[src/rtl/uart_pkg.sv]
// Shared UART definitions: FSM state encodings and default bit timing.
// Encodings 0-3 are common to the transmitter and receiver FSMs.
package uart_pkg;

  typedef enum logic [2:0] {
    IDLE  = 3'd0,
    START = 3'd1,
    DATA  = 3'd2,
    STOP  = 3'd3,
    BREAK = 3'd4
  } uart_state_e;

  // 115200 baud from a 10 MHz clock
  localparam int DEFAULT_CLK_PER_BIT = 87;

endpackage

[src/rtl/uart_sync.sv]
// Two-flop synchroniser for asynchronous RX-side inputs.
// Resets to 1 so an idle-high serial line does not look like a start bit.
module uart_sync (
  input  logic clk,
  input  logic rst,
  input  logic d,
  output logic q
);

  logic meta_q;
  logic sync_q;

  always_ff @(posedge clk) begin
    if (!rst) begin
      meta_q <= 1'b1;
      sync_q <= 1'b1;
    end else begin
      meta_q <= d;
      sync_q <= meta_q;
    end
  end

  assign q = sync_q;

endmodule

[src/rtl/uart_rx.sv]
// UART receiver: 1 start, 8 data (LSB first), no parity, 1 stop.
// Samples at bit centres and emits one-cycle valid / framing-error pulses.
module uart_rx
  import uart_pkg::*;
#(
  parameter int CLK_PER_BIT = DEFAULT_CLK_PER_BIT
) (
  input  logic       clk,
  input  logic       rst,
  input  logic       rx,
  output logic [7:0] rx_data,
  output logic       rx_valid,
  output logic       rx_frame_err,
  output logic       rx_busy
);

  localparam int HALF_BIT = CLK_PER_BIT / 2;
  localparam logic [15:0] HALF_M1 = 16'(HALF_BIT - 1);
  localparam logic [15:0] BIT_M1  = 16'(CLK_PER_BIT - 1);

  logic        rx_s;
  uart_state_e state_q, state_d;
  logic [15:0] clk_count_q, clk_count_d;
  logic [2:0]  bit_index_q, bit_index_d;
  logic [7:0]  shift_q, shift_d;
  logic [7:0]  rx_data_q, rx_data_d;
  logic        rx_valid_q, rx_valid_d;
  logic        rx_frame_err_q, rx_frame_err_d;

  uart_sync u_sync (
    .clk (clk),
    .rst (rst),
    .d   (rx),
    .q   (rx_s)
  );

  always_ff @(posedge clk) begin
    if (!rst) begin
      state_q        <= IDLE;
      clk_count_q    <= '0;
      bit_index_q    <= '0;
      shift_q        <= '0;
      rx_data_q      <= '0;
      rx_valid_q     <= 1'b0;
      rx_frame_err_q <= 1'b0;
    end else begin
      state_q        <= state_d;
      clk_count_q    <= clk_count_d;
      bit_index_q    <= bit_index_d;
      shift_q        <= shift_d;
      rx_data_q      <= rx_data_d;
      rx_valid_q     <= rx_valid_d;
      rx_frame_err_q <= rx_frame_err_d;
    end
  end

  always_comb begin
    state_d        = state_q;
    clk_count_d    = clk_count_q;
    bit_index_d    = bit_index_q;
    shift_d        = shift_q;
    rx_data_d      = rx_data_q;
    rx_valid_d     = 1'b0;
    rx_frame_err_d = 1'b0;
    unique case (state_q)
      IDLE: begin
        if (!rx_s) begin
          clk_count_d = '0;
          state_d     = START;
        end
      end
      START: begin
        if (clk_count_q == HALF_M1) begin
          clk_count_d = '0;
          state_d     = rx_s ? IDLE : DATA;
        end else begin
          clk_count_d = clk_count_q + 16'd1;
        end
      end
      DATA: begin
        if (clk_count_q == BIT_M1) begin
          clk_count_d          = '0;
          shift_d[bit_index_q] = rx_s;
          if (bit_index_q == 3'd7) begin
            bit_index_d = '0;
            state_d     = STOP;
          end else begin
            bit_index_d = bit_index_q + 3'd1;
          end
        end else begin
          clk_count_d = clk_count_q + 16'd1;
        end
      end
      STOP: begin
        if (clk_count_q == BIT_M1) begin
          clk_count_d = '0;
          // Returning to IDLE at mid-stop leaves half a bit to catch the next start edge
          if (rx_s) begin
            rx_data_d  = shift_q;
            rx_valid_d = 1'b1;
            state_d    = IDLE;
          end else begin
            rx_frame_err_d = 1'b1;
            state_d        = BREAK;
          end
        end else begin
          clk_count_d = clk_count_q + 16'd1;
        end
      end
      BREAK: begin
        if (rx_s) state_d = IDLE;
      end
      default: state_d = IDLE;
    endcase
  end

  always_comb begin
    rx_busy      = (state_q != IDLE);
    rx_data      = rx_data_q;
    rx_valid     = rx_valid_q;
    rx_frame_err = rx_frame_err_q;
  end

endmodule

[config.mk]
export PLATFORM = sky130hd
export DESIGN_NAME = uart_rx
export DESIGN_NICKNAME = d
export VERILOG_FILES = /design/src/rtl/uart_pkg.sv /design/src/rtl/uart_sync.sv /design/src/rtl/uart_rx.sv
export SDC_FILE = /design/constraint.sdc
export NUM_CORES = 1
export LEC_CHECK = 0
export CAP_MARGIN = 20
export CORE_MARGIN = 2
export CORE_UTILIZATION = 60
export CTS_BUF_LIST = sky130_fd_sc_hd__clkbuf_16
export DETAILED_ROUTE_END_ITERATION = 16
export HOLD_SLACK_MARGIN = 0.03
export PLACE_DENSITY_LB_ADDON = 0.12
export SYNTH_ARGS = -nofsm -noshare
export SYNTH_HDL_FRONTEND = slang
export SYNTH_SLANG_ARGS = --single-unit
export TNS_END_PERCENT = 1
[constraint.sdc]
create_clock -name clk -period 4.5 [get_ports clk]
set_input_delay 1.125 -clock clk [delete_from_list [all_inputs] [get_ports clk]]
set_output_delay 1.125 -clock clk [all_outputs]
set_load 0.01 [all_outputs]
==> impl_table.tex <==
\begin{tabular}{lr}
\hline
Metric & Value \\
\hline
\multicolumn{2}{l}{\textbf{Logic synthesis}} \\
Number of distinct library cell variants in the gate-level netlist after synthesis & 36 \\
Mapped Avg Cell Area & between 8 and 9 µm² \\
Cell Area, Synth & 1959 µm² \\
Synth Register Bits & between 40 and 50 \\
Number of nets produced by synthesis & $\sim$230 \\
Number of instances in the synthesized netlist & $\sim$230 \\
YS warnings & 0 \\
Share of the yosys chip area belonging to registers & 42.91\% \\
\multicolumn{2}{l}{\textbf{Worst hold path}} \\
End point of the worst hold path & u\_sync.q\$\_SDFF\_PN1\_ \\
Launch instance of the worst min-delay path & u\_sync.meta\_q\$\_SDFF\_PN1\_ \\
Hold Crit Depth & 1 \\
Class of the worst hold path & register to register \\
\multicolumn{2}{l}{\textbf{Timing}} \\
Worst-margin pin slew & 789.1 ps \\
Number of endpoints with negative hold slack in the final report & 0 \\
Setup repair after global routing missed its margin & false \\
Period utilization & between 50\% and 60\% \\
Max-slew violation total from the final report & 0 \\
Total setup violations reported at the end of the flow & 0 \\
Total negative slack for setup checks & 0 ps \\
Clock tree skew after final layout & approximately 3.3 ps \\
Final WS setup & 1805 ps \\
Relative slew margins & 47.00\% \\
Time the worst path needs with I/O delays and setup & 2695 ps \\
Highest clock frequency the design can meet & between 0.3 and 0.4 GHz \\
\multicolumn{2}{l}{\textbf{Route}} \\
Routed length per placed instance & $\sim$14 µm \\
Number of detailed-route iterations in the first pass & 4 \\
Final Routed Wirelength & between 3000 and 4000 µm \\
Drt initial violations & between 150 and 200 \\
Via count of the routed design & between 1500 and 2000 \\
Number of nets with antenna violations after routing & 0 \\
Detail-routed via count per cell & slightly above 6 \\
Post-route DRC & 0 \\
\multicolumn{2}{l}{\textbf{Critical path}} \\
Worst Reg-to-Reg Cells & 6 \\
Biggest fanout along the worst timing path & 11 \\
Crit path capture type & output pin \\
Reg-to-Reg Start & clk\_count\_q[1]\$\_SDFFE\_PN0P\_ \\
Setup slack, reg-to-reg & around 1800 ps \\
CP required & about 3400 ps \\
Worst setup SP type & register \\
Critical path arrival & 1570 ps \\
Worst Setup Path Type & register to output pin \\
Destination of the worst register-to-register timing path & rx\_data[0]\$\_SDFFE\_PN0P\_ \\
\multicolumn{2}{l}{\textbf{Floorplanning}} \\
Initial standard-cell utilization of the core & between 60 and 70\% \\
Std cell rows & 20 \\
Placeable core area & 3078 µm² \\
Height of the chip & about 61 µm \\
Die Outline Area & 3739 µm² \\
I/O pin count & 14 \\
Die W & slightly above 60 µm \\
\multicolumn{2}{l}{\textbf{Outcome}} \\
Run status & finished clean \\
\multicolumn{2}{l}{\textbf{GRT}} \\
Total track usage & a little under a quarter \\
Global-route wire length before repair & 6403 µm \\
Number of antenna violations at the first check in global routing & 0 \\
Vias in the first global route & $\sim$1500 \\
Grt ovf & 0 \\
Largest net degree at the start of global routing & 25 \\
\multicolumn{2}{l}{\textbf{Clock network}} \\
Worst-skew pair later-pin latency & a little under 300 ps \\
Post-CTS resize count & 0 \\
Buffers inserted during post-CTS setup optimization & 0 \\
CTS root buf & clkbuf\_16 \\
Number of buffers inserted during clock tree synthesis & 5 \\
CTS max path bufs & 2 \\
\# hold bufs at CTS & 0 \\
Sink count of the clock tree & 42 \\
Clock tree from TritonCTS & built \\
Htree depth & 2 \\
Clock transition at the registers of the reported paths & around 60 ps \\
\multicolumn{2}{l}{\textbf{Power}} \\
Worst ir drop on vdd & 0.0002506 V \\
Leakage & around 0.00093 µW \\
Total Power & roughly 750 µW \\
Power density over the cells & roughly 330 nW/µm² \\
\multicolumn{2}{l}{\textbf{Place}} \\
Worst slack at placement & 1526 ps \\
HPWL Detailed & 2656 µm \\
Routability Congestion & about 0.80 \\
Count of buffers from port buffering & 13 \\
\multicolumn{2}{l}{\textbf{Flow run}} \\
Maximum Capacitance Violations & 0 \\
\multicolumn{2}{l}{\textbf{Layout}} \\
Area growth from synthesis to layout & 14.11\% \\
Final antenna diode count & 0 \\
Final net count & 242 \\
Layout cell share with drive strength beyond 1 & around 5.1\% \\
\hline
\end{tabular}
cell families (layout without fill, tap and decap cells):
group	after synthesis	after routing	share of synthesized area [%]
AO/OA/AOI/OAI	39	39	13.54
XOR/XNOR	2	2	0.8942
adder cells (fa/ha/maj)	4	4	2.554
buffers and inverters	19	28	3.895
flip-flops	42	42	42.91
multiplexers	19	19	9.706
AND/OR/NAND/NOR	102	102	26.50
power by group:
part           internal, µW  switching (µW)  total (µW)
Combinational          9.62            18.2        27.8
Sequential              375            5.02         380
Clock                   200             140         340
how the worst max path moves through the flow:
stage | startpoint | endpoint
final | state_q[0]$_SDFFE_PN0P_ | rx_busy
after global routing | clk_count_q[1]$_SDFFE_PN0P_ | rx_data[4]$_SDFFE_PN0P_
after CTS | state_q[0]$_SDFFE_PN0P_ | rx_busy
after detailed placement | rst | clk_count_q[7]$_SDFFE_PN0P_
after global placement | rst | clk_count_q[7]$_SDFFE_PN0P_
after floorplan | rst | clk_count_q[12]$_SDFFE_PN0P_
per-layer routing:
| layer | share of wire [%] | vias up | track usage (%) |
|---|---|---|---|
| li1 | - | 834 | - |
| met1 | 44 | 798 | 27.94 |
| met2 | 49 | 50 | 37.69 |
| met3 | 5.6 | 8 | 8.403 |
| met4 | 1.7 | 0 | 9.627 |
| met5 | 0 | - | 0 |
synthesized netlist by cell type (all sizes together):
master | number | area [µm²]
a41oi | 3 | 26.28
nand2 | 24 | 90.09
nor2 | 29 | 108.9
o31ai | 1 | 7.510
o211ai | 1 | 7.510
dfxtp | 42 | 840.8
or4b | 1 | 10.01
nand3 | 16 | 80.08
nor3b | 2 | 15.01
nor4 | 3 | 33.78
inv | 6 | 22.52
a221oi | 1 | 8.760
or4 | 2 | 15.01
nor2b | 3 | 18.77
a31oi | 13 | 81.33
a32o | 2 | 20.02
and3 | 4 | 25.02
or4bb | 1 | 11.26
a21o | 1 | 7.510
a21oi | 12 | 60.06
or3 | 2 | 12.51
o41ai | 1 | 16.27
xnor2 | 2 | 17.52
nor3 | 3 | 15.01
mux2i | 19 | 190.2
ha | 4 | 50.05
buf | 4 | 20.02
o2bb2ai | 1 | 8.760
clkbuf | 9 | 33.78
o22ai | 2 | 12.51
nand4 | 4 | 31.28
nand3b | 2 | 15.01
a31o | 1 | 8.760
nand2b | 6 | 37.54
final cells by class:
| cell class | count | area [µm²] |
|---|---|---|
| Sequential cell | 42 | 840.8 |
| Clock buffer | 5 | 125.1 |
| Inverter | 6 | 22.52 |
| Tap cell | 44 | 55.05 |
| Multi-Input combinational cell | 166 | 1042 |
| Timing Repair Buffer | 14 | 137.6 |
| Clock inverter | 3 | 12.51 |
| Fill cell | 240 | 842.1 |
sequential cells by signal (all words and copies together), names as in the netlist:
signal         cells
u_sync.q           1
bit_index_q        3
state_q            3
rx_valid           1
rx_data            8
shift_q            8
clk_count_q       16
u_sync.meta_q      1
rx_frame_err       1
critical path, cell delays in order (launching register included):
cell             delay [ps]
dfxtp_1                 410
or3_1                   400
clkdlybuf4s50_1         480
placed cells by master (no fill, tap or decap), drive strengths merged, types with 3 or more instances in the layout:
cell / n
clkbuf: 5
nand2b: 6
dfxtp: 42
inv: 7
nor4: 3
a21oi: 12
nor3: 3
a41oi: 3
nand4: 4
ha: 4
clkdlybuf4s50: 13
nor2b: 3
nand3: 16
nand2: 24
and3: 4
nor2: 29
a31oi: 13
mux2i: 19
per-stage QoR:
stage          area (µm²)  hold WS [ps]  util [%]  instances
2_1_floorplan        1959         386.3         -        227
3_3_place_gp         2098         400.4     68.17        272
3_5_place_dp         2098         398.8     68.17        272
4_1_cts              2236         419.2     72.64        280
5_1_grt              2236         440.8     72.64        280
6_report             2236         416.0     72.64        280
Note: power is estimated with default switching activity, not from simulation.
